`src/rtl/router_out_arbiter.sv`:
```
// Wormhole output-port arbiter: round-robin lock per packet with credit flow control.
// Define ROUTER_ARB_WATCHDOG_EN to build in the stall watchdog that breaks stuck locks.
module router_out_arbiter #(
  parameter int NREQ    = 5,
  parameter int CREDITS = 4,
  parameter int TIMEOUT = 16
) (
  input  logic                         clk_i,
  input  logic                         rst_i,
  input  logic [NREQ-1:0]              req_i,
  input  logic [NREQ-1:0]              tail_i,
  input  logic                         credit_i,
  output logic [NREQ-1:0]              gnt_o,
  output logic                         fire_o,
  output logic [$clog2(CREDITS+1)-1:0] credits_o,
  output logic                         busy_o,
  output logic                         wdog_o
);
  localparam int IW = (NREQ > 1) ? $clog2(NREQ) : 1;
  localparam int CW = $clog2(CREDITS+1);

  typedef enum logic {IDLE = 1'b0, LOCKED = 1'b1} state_t;

  state_t          state_q, state_d;
  logic [IW-1:0]   owner_q, owner_d;
  logic [IW-1:0]   ptr_q, ptr_d;
  logic [CW-1:0]   credits_q, credits_d;
  logic [IW-1:0]   pick_idx;
  logic            pick_found;
  logic            fire;
  int              idx;

  function automatic logic [IW-1:0] inc_wrap(input logic [IW-1:0] v);
    return (int'(v) == NREQ-1) ? '0 : IW'(v + 1'b1);
  endfunction

  // Scan downward so the lowest offset from the pointer is the one that sticks.
  always_comb begin
    pick_idx   = '0;
    pick_found = 1'b0;
    idx        = 0;
    for (int i = NREQ-1; i >= 0; i--) begin
      idx = (int'(ptr_q) + i) % NREQ;
      if (req_i[idx]) begin
        pick_idx   = IW'(idx);
        pick_found = 1'b1;
      end
    end
  end

  assign fire = (state_q == LOCKED) && req_i[owner_q] && (credits_q != '0) && !rst_i;

`ifdef ROUTER_ARB_WATCHDOG_EN
  localparam int SW = $clog2(TIMEOUT+1);
  logic [SW-1:0] stall_q, stall_d;
  logic          wdog_q, wdog_d;
`endif

  always_comb begin
    state_d   = state_q;
    owner_d   = owner_q;
    ptr_d     = ptr_q;
    credits_d = credits_q;
`ifdef ROUTER_ARB_WATCHDOG_EN
    stall_d   = '0;
    wdog_d    = wdog_q;
`endif
    if (fire && !credit_i)
      credits_d = credits_q - 1'b1;
    else if (credit_i && !fire && (credits_q != CW'(CREDITS)))
      credits_d = credits_q + 1'b1;

    case (state_q)
      IDLE: begin
        if (pick_found) begin
          owner_d = pick_idx;
          state_d = LOCKED;
        end
      end
      LOCKED: begin
        if (fire && tail_i[owner_q]) begin
          state_d = IDLE;
          ptr_d   = inc_wrap(owner_q);
        end
`ifdef ROUTER_ARB_WATCHDOG_EN
        else if (!fire) begin
          if (stall_q == SW'(TIMEOUT-1)) begin
            state_d = IDLE;
            ptr_d   = inc_wrap(owner_q);
            wdog_d  = 1'b1;
          end else begin
            stall_d = stall_q + 1'b1;
          end
        end
`endif
      end
      default: state_d = IDLE;
    endcase
  end

  always_ff @(posedge clk_i) begin
    if (rst_i) begin
      state_q   <= IDLE;
      owner_q   <= '0;
      ptr_q     <= '0;
      credits_q <= CW'(CREDITS);
`ifdef ROUTER_ARB_WATCHDOG_EN
      stall_q   <= '0;
      wdog_q    <= 1'b0;
`endif
    end else begin
      state_q   <= state_d;
      owner_q   <= owner_d;
      ptr_q     <= ptr_d;
      credits_q <= credits_d;
`ifdef ROUTER_ARB_WATCHDOG_EN
      stall_q   <= stall_d;
      wdog_q    <= wdog_d;
`endif
    end
  end

  // Outputs are masked while rst_i is high so a mid-packet reset never shows a grant or fire.
  always_comb begin
    gnt_o = '0;
    if ((state_q == LOCKED) && !rst_i) gnt_o[owner_q] = 1'b1;
  end

  assign fire_o    = fire;
  assign credits_o = rst_i ? CW'(CREDITS) : credits_q;
  assign busy_o    = (state_q == LOCKED) && !rst_i;
`ifdef ROUTER_ARB_WATCHDOG_EN
  assign wdog_o    = wdog_q && !rst_i;
`else
  assign wdog_o    = 1'b0;
`endif

endmodule

```
`config.mk`:
```
export PLATFORM = sky130hd
export DESIGN_NAME = router_out_arbiter
export DESIGN_NICKNAME = d
export VERILOG_FILES = /design/src/rtl/router_out_arbiter.sv
export SDC_FILE = /design/constraint.sdc
export NUM_CORES = 1
export LEC_CHECK = 0
export BUFFER_PORTS_ARGS = -buffer_cell sky130_fd_sc_hd__buf_4
export CAP_MARGIN = 20
export CELL_PAD_IN_SITES_DETAIL_PLACEMENT = 0
export CELL_PAD_IN_SITES_GLOBAL_PLACEMENT = 1
export CORE_MARGIN = 8
export CORE_UTILIZATION = 41
export CTS_BUF_LIST = sky130_fd_sc_hd__clkbuf_8
export DETAILED_ROUTE_END_ITERATION = 16
export PLACE_DENSITY_LB_ADDON = 0.1
export SYNTH_ARGS = -nofsm -noshare
export SYNTH_HDL_FRONTEND = slang
export SYNTH_SLANG_ARGS = --single-unit
```
`constraint.sdc`:
```
create_clock -name clk_i -period 3.85 [get_ports clk_i]
set_input_delay 0 -clock clk_i [delete_from_list [all_inputs] [get_ports clk_i]]
set_output_delay 0 -clock clk_i [all_outputs]
set_load 0.02 [all_outputs]
```
[Word level (Yosys, flattened, before mapping)]
Cells that the tools add are included.
Cells by class
  multiplexer cells: 39
  divide/modulo/power cells: 5
  bitwise logic cells: 1
  magnitude comparators: 7
  reduce and logical (&&, ||, !) cells: 16
  equality and inequality tests: 2
  add/sub/neg operators: 7
Operators with widths (number)
  $lt A32 B5 Y1 const B: 5
  $mod A32 B4 Y32 const B: 4
  $mod A4 B4 Y32 const B: 1
  $mux W3: 9
  $bmux W1 S3: 7
  $mux W1: 20
  $logic_and A1 B1 Y1: 9
  $add A3 B2 Y4 const B: 2
  $add A3 B1 Y3 const B: 2
  $mux W5: 1
  $add A3 B1 Y4 const B: 1
  $add A3 B3 Y4 const B: 1
  $lt A3 B4 Y1 const B: 1
  $reduce_and A2 Y1: 2
  $demux W1 S3: 1
  $eq A3 B3 Y1 const B: 1
  $ge A3 B1 Y1 const B: 1
  $logic_not A1 Y1: 3
  $ne A3 B3 Y1 const B: 1
  $reduce_bool A3 Y1: 1
  $sub A3 B1 Y3 const B: 1
  $pmux W1 S2: 1
  $reduce_bool A2 Y1: 1
  $not A1 Y1: 1
Storage, ports and cells
  output and inout port bits: 11
  word-level logic and storage cells: 81
  flip-flop bits (word level): 10
  input port bits: 13

[Longest topological paths before layout]
  depth in word-level cells: 12
  depth in mapped cells: 19
  mapped depth without buffers: 14

[Worst setup path before layout]
OpenSTA, ideal clock, no wires.
  path type: flip-flop to flip-flop
  start: register ptr_q[0]
  end: register owner_q[0]
  arrival time: 4.094 ns
  path buffers: 5
  path slack: -0.326 ns
  required time: 3.767 ns
  cell stages (with the launch flop): 20
  period minus slack after synthesis: 4.176 ns
  library setup time: 0.083 ns
  cell sequence: dfxtp_1 -> buf_2 -> buf_2 -> inv_1 -> buf_2 -> ha_1 -> clkbuf_2 -> inv_1 -> buf_1 -> ha_1 -> inv_1 -> ha_1 -> and4b_1 -> a211o_1 -> a21oi_4 -> o32ai_2 -> and4bb_2 -> a41oi_4 -> or3_1 -> o221ai_1
On the way
  longest elaborated chain between the ends: 11
  elaborated cells between the ends (all ways): 35
  those cells by class: add/sub (4); div (5); mux (25); reduce/logical (1)
Ends and longest elaborated chain
  start: declaration: line 26  | logic [IW-1:0] ptr_q, ptr_d;
  start signal: assignment: line 114  | ptr_q <= ptr_d;
  $add A3 B3 Y4: line 43  | idx = (int'(ptr_q) + i) % NREQ;
  $mod A32 B4 Y32: line 43
  $bmux W1 S3: line 44  | if (req_i[idx]) begin
  $mux W1 (implied by the code) (2 in series): line 44
  $mux W1 (5 in series): line 44
  $reduce_and A2 Y1 (no source line)
  end signal: assignment: line 113  | owner_q <= owner_d;
  end: declaration: line 25  | logic [IW-1:0] owner_q, owner_d;
Parallel ways exist; a longest one is shown, timed or not. The select of a mux whose other input is x is not followed.
A chain may end at the register's enable or synchronous reset.

[Final worst setup path]
  start: register ptr_q[1]
  end: register owner_q[0]
The elaborated chain is that of the path after synthesis.

==> out/qor.yml <==
slew_violations: 0
path_buf_inv: 3
slew_headroom_pct: 52.3
worstSetupStartpoint: "ptr_q[1]"
num_rows: 28
grt-ovfl-total: 0
cp_max_fo: 18
power_leakage_nw: 1.09
drc_errors: 0
synthCells: 329
gp_routability_congestion: 0.889
synth_common_cells: "26 x nor2_1, 21 x a21oi_1, 20 x ha_1, 18 x nand2_1, 16 x inv_1"
htree_levels: 1
synth_edf_count: 0
reg2regPathDepth: 15
first_pass_iters: 4
diodes: 0
end_kind: "register"
yosysWarnings: 0
cpPeakStageDelay_ns: 0.38
initial_utilization_pct: 41.5
setup_viol: 0
synth.avg_cell_area_um2: 7.34
num_vias: 2603
wl_um: 7550
drt_iter0_drc: 139
finalHoldViolCount: 0
synth_top_area_share_pct: 10.4
yosys_register_bits: 10
syn_nets: 363
hp-start: "rst_i"
cts_tree: "done"
fin_tns_setup_ns: 0
max_clock_freq_mhz: 281
clk_pin_slew_ns: 0.05
nets: 380
finalCritPeriodShare_pct: 92.3
dieArea_um2: 8600
cp_data_arrival_time_ns: 3.71
fp.dieH_um: 92.7
p_int_mw: 0.313
pwr-share-comb_pct: 55.0
r2r_start: "ptr_q[1]"
yosysMostFrequentCell: "nor2_1"
portBuffers: 22
fin_util_pct: 46.8
cts.sinks: 10
hold-path-cell-count: 2
syn2layout_area_growth_pct: 12.6
min_to: "ptr_q[2]"
rsz0062_at_grt: "no"
hpwl_um: 5710
cpMaxStageDelayCell: "o311ai_1"
max-clock-path-buffers: 2
drive_above_1_share_pct: 18.3
grt_max_degree: 33
synth_top_area_cell: "ha_1"
vdd_drop_max_mv: 0.266
tightest_slew_ns: 0.710
maxCapViolations: 0
die_x_um: 92.7
ios: 24
netlist_area_um2: 2410
viasPerCell: 6.21
power_density_nw_per_um2: 200
core-area_um2: 5820
grt_pass1_wl_um: 12900
yosysSeqAreaShare_pct: 8.29
fin_crit_ns: 3.55
hold_buffers: 0
power.switching_mw: 0.232
swShare_pct: 42.6
crit_type: "register to register"
drt-wirelength-per-cell_um: 18.0
cts_buffers: 3
ys.flop_type: "dfxtp_1"
crit_path_cell_trace: "buf_4 -> ha_1 -> xor2_2 -> inv_2 -> ha_1 -> inv_1 -> ha_1 -> and4b_1 -> a211o_1 -> a21oi_1 -> o311ai_1 -> and4bb_2 -> a41oi_4 -> or3_1 -> o221ai_1"
antenna_found_initial: 0
reg2reg_slack_ns: 0.30
share_seq_of_total_power_pct: 24.9
cts_root_buf: "clkbuf_8"
postSynth.asyncResetShare_pct: 0
clock_skew_ns: 0.00206
crit_top_cell: "ha_1"
synth.area.top_cells: "ha_1 10%, dfxtp_1 8.3%, mux2i_1 4.6%"
hold_path_class: "input pin to register"
crit_family: "simple AND/OR/NAND/NOR gates"
crit-reg2reg-capture: "owner_q[0]"
groute.usage.overall_pct: 18.1
clk_latency_ns: 0.24
cp.required_ns: 4.01
postRouteAntennaNets: 0
startpoint_type: "register"
outcome: "finished, final reports clean"
synth.distinct_cells: 77
first_global_vias: 2671
clkPwrFrac_pct: 20.1
flip-flops by register name (all words and copies together), names as in the netlist:
signal	flops
credits_q	3
owner_q	3
ptr_q	3
state_q	1
layer usage:
layer / share of wire (%) / vias up / routed length [um] / global-route usage [%]
met3: 5.3 / 14 / 401 / 2.75
met2: 48 / 79 / 3600 / 30.4
met1: 44 / 1230 / 3360 / 22.7
li1: - / 1280 / - / -
met4: 2.5 / 0 / 187 / 6.85
met5: 0 / - / 0 / 0
repair_timing:
item,4_1_cts,5_1_grt
endpoints found under the hold margin,0,0
gates resized for setup,0,1
endpoints found under the setup margin,0,2
setup buffers,0,0
cells by family (layout without fill, tap and decap cells):
| family | Yosys count | count (layout) | share of synthesized area [%] |
|---|---|---|---|
| compound gates | 108 | 108 | 33.4 |
| xor+xnor | 7 | 7 | 2.85 |
| fa+ha+maj | 22 | 22 | 11.6 |
| buf+inv | 41 | 56 | 7.05 |
| flops | 10 | 10 | 8.29 |
| mux | 16 | 16 | 7.82 |
| other cells | 1 | 1 | 0.155 |
| simple gates | 124 | 124 | 28.8 |
area by class of cell:
type                            count  area (um2)
Inverter                           17        63.8
Tap cell                           75        93.8
Sequential cell                    10         201
Multi-Input combinational cell    278        2050
Fill cell                         636        3100
Clock buffer                        3        41.3
Timing Repair Buffer               36         270
stage by stage:
| step | instance area (um2) | setup WS (ns) | cells | power (mW) | hold WS, ns |
|---|---|---|---|---|---|
| CTS | 2720 | 0.291 | 419 | 0.547 | 0.0689 |
| floorplan | 2430 | 0.00597 | 329 | 0.353 | 0.0991 |
| global placement | 2670 | 0.352 | 416 | 0.435 | 0.304 |
| detailed placement | 2670 | 0.309 | 416 | 0.433 | 0.322 |
| global route | 2720 | 0.0191 | 419 | 0.593 | 0.101 |
| finish | 2720 | 0.297 | 419 | 0.545 | 0.0697 |
worst reg2reg max path, stage by stage (launching register included):
cell	delay [ns]
dfxtp_1	0.32
buf_4	0.26
ha_1	0.28
xor2_2	0.23
inv_2	0.09
ha_1	0.20
inv_1	0.05
ha_1	0.23
and4b_1	0.26
a211o_1	0.19
a21oi_1	0.09
o311ai_1	0.38
and4bb_2	0.36
a41oi_4	0.15
or3_1	0.33
o221ai_1	0.07
power by group through the flow:
stage	logic (mW)	clock network (mW)	registers [mW]
2_1_floorplan	0.222	0	0.130
3_3_place_gp	0.297	0	0.138
3_5_place_dp	0.296	0	0.137
4_1_cts	0.297	0.114	0.135
5_1_grt	0.337	0.117	0.139
6_report	0.300	0.109	0.136
how the worst max path moves through the flow:
stage                       to  slack (ns)  cells past startpoint
floorplan           owner_q[0]       0.006                     19
global placement    owner_q[0]        0.35                     13
detailed placement  owner_q[0]        0.31                     15
CTS                 owner_q[0]        0.29                     15
global route        owner_q[0]        0.02                     15
finish              owner_q[0]        0.30                     15
cells in the final DEF (no fill, tap or decap), types with 6 or more instances in the layout:
cell / count
buf_4: 36
nor2_1: 26
a21oi_1: 21
ha_1: 20
nand2_1: 18
inv_1: 16
o21ai_0: 13
nor2b_1: 11
mux2i_1: 11
nor3_1: 10
and3_1: 9
dfxtp_1: 9
nand2b_1: 8
o211ai_1: 8
a211oi_1: 7
nand3_1: 7
xnor2_1: 6
a31oi_1: 6
or3_1: 6
Power figures use the tool's default switching activity.
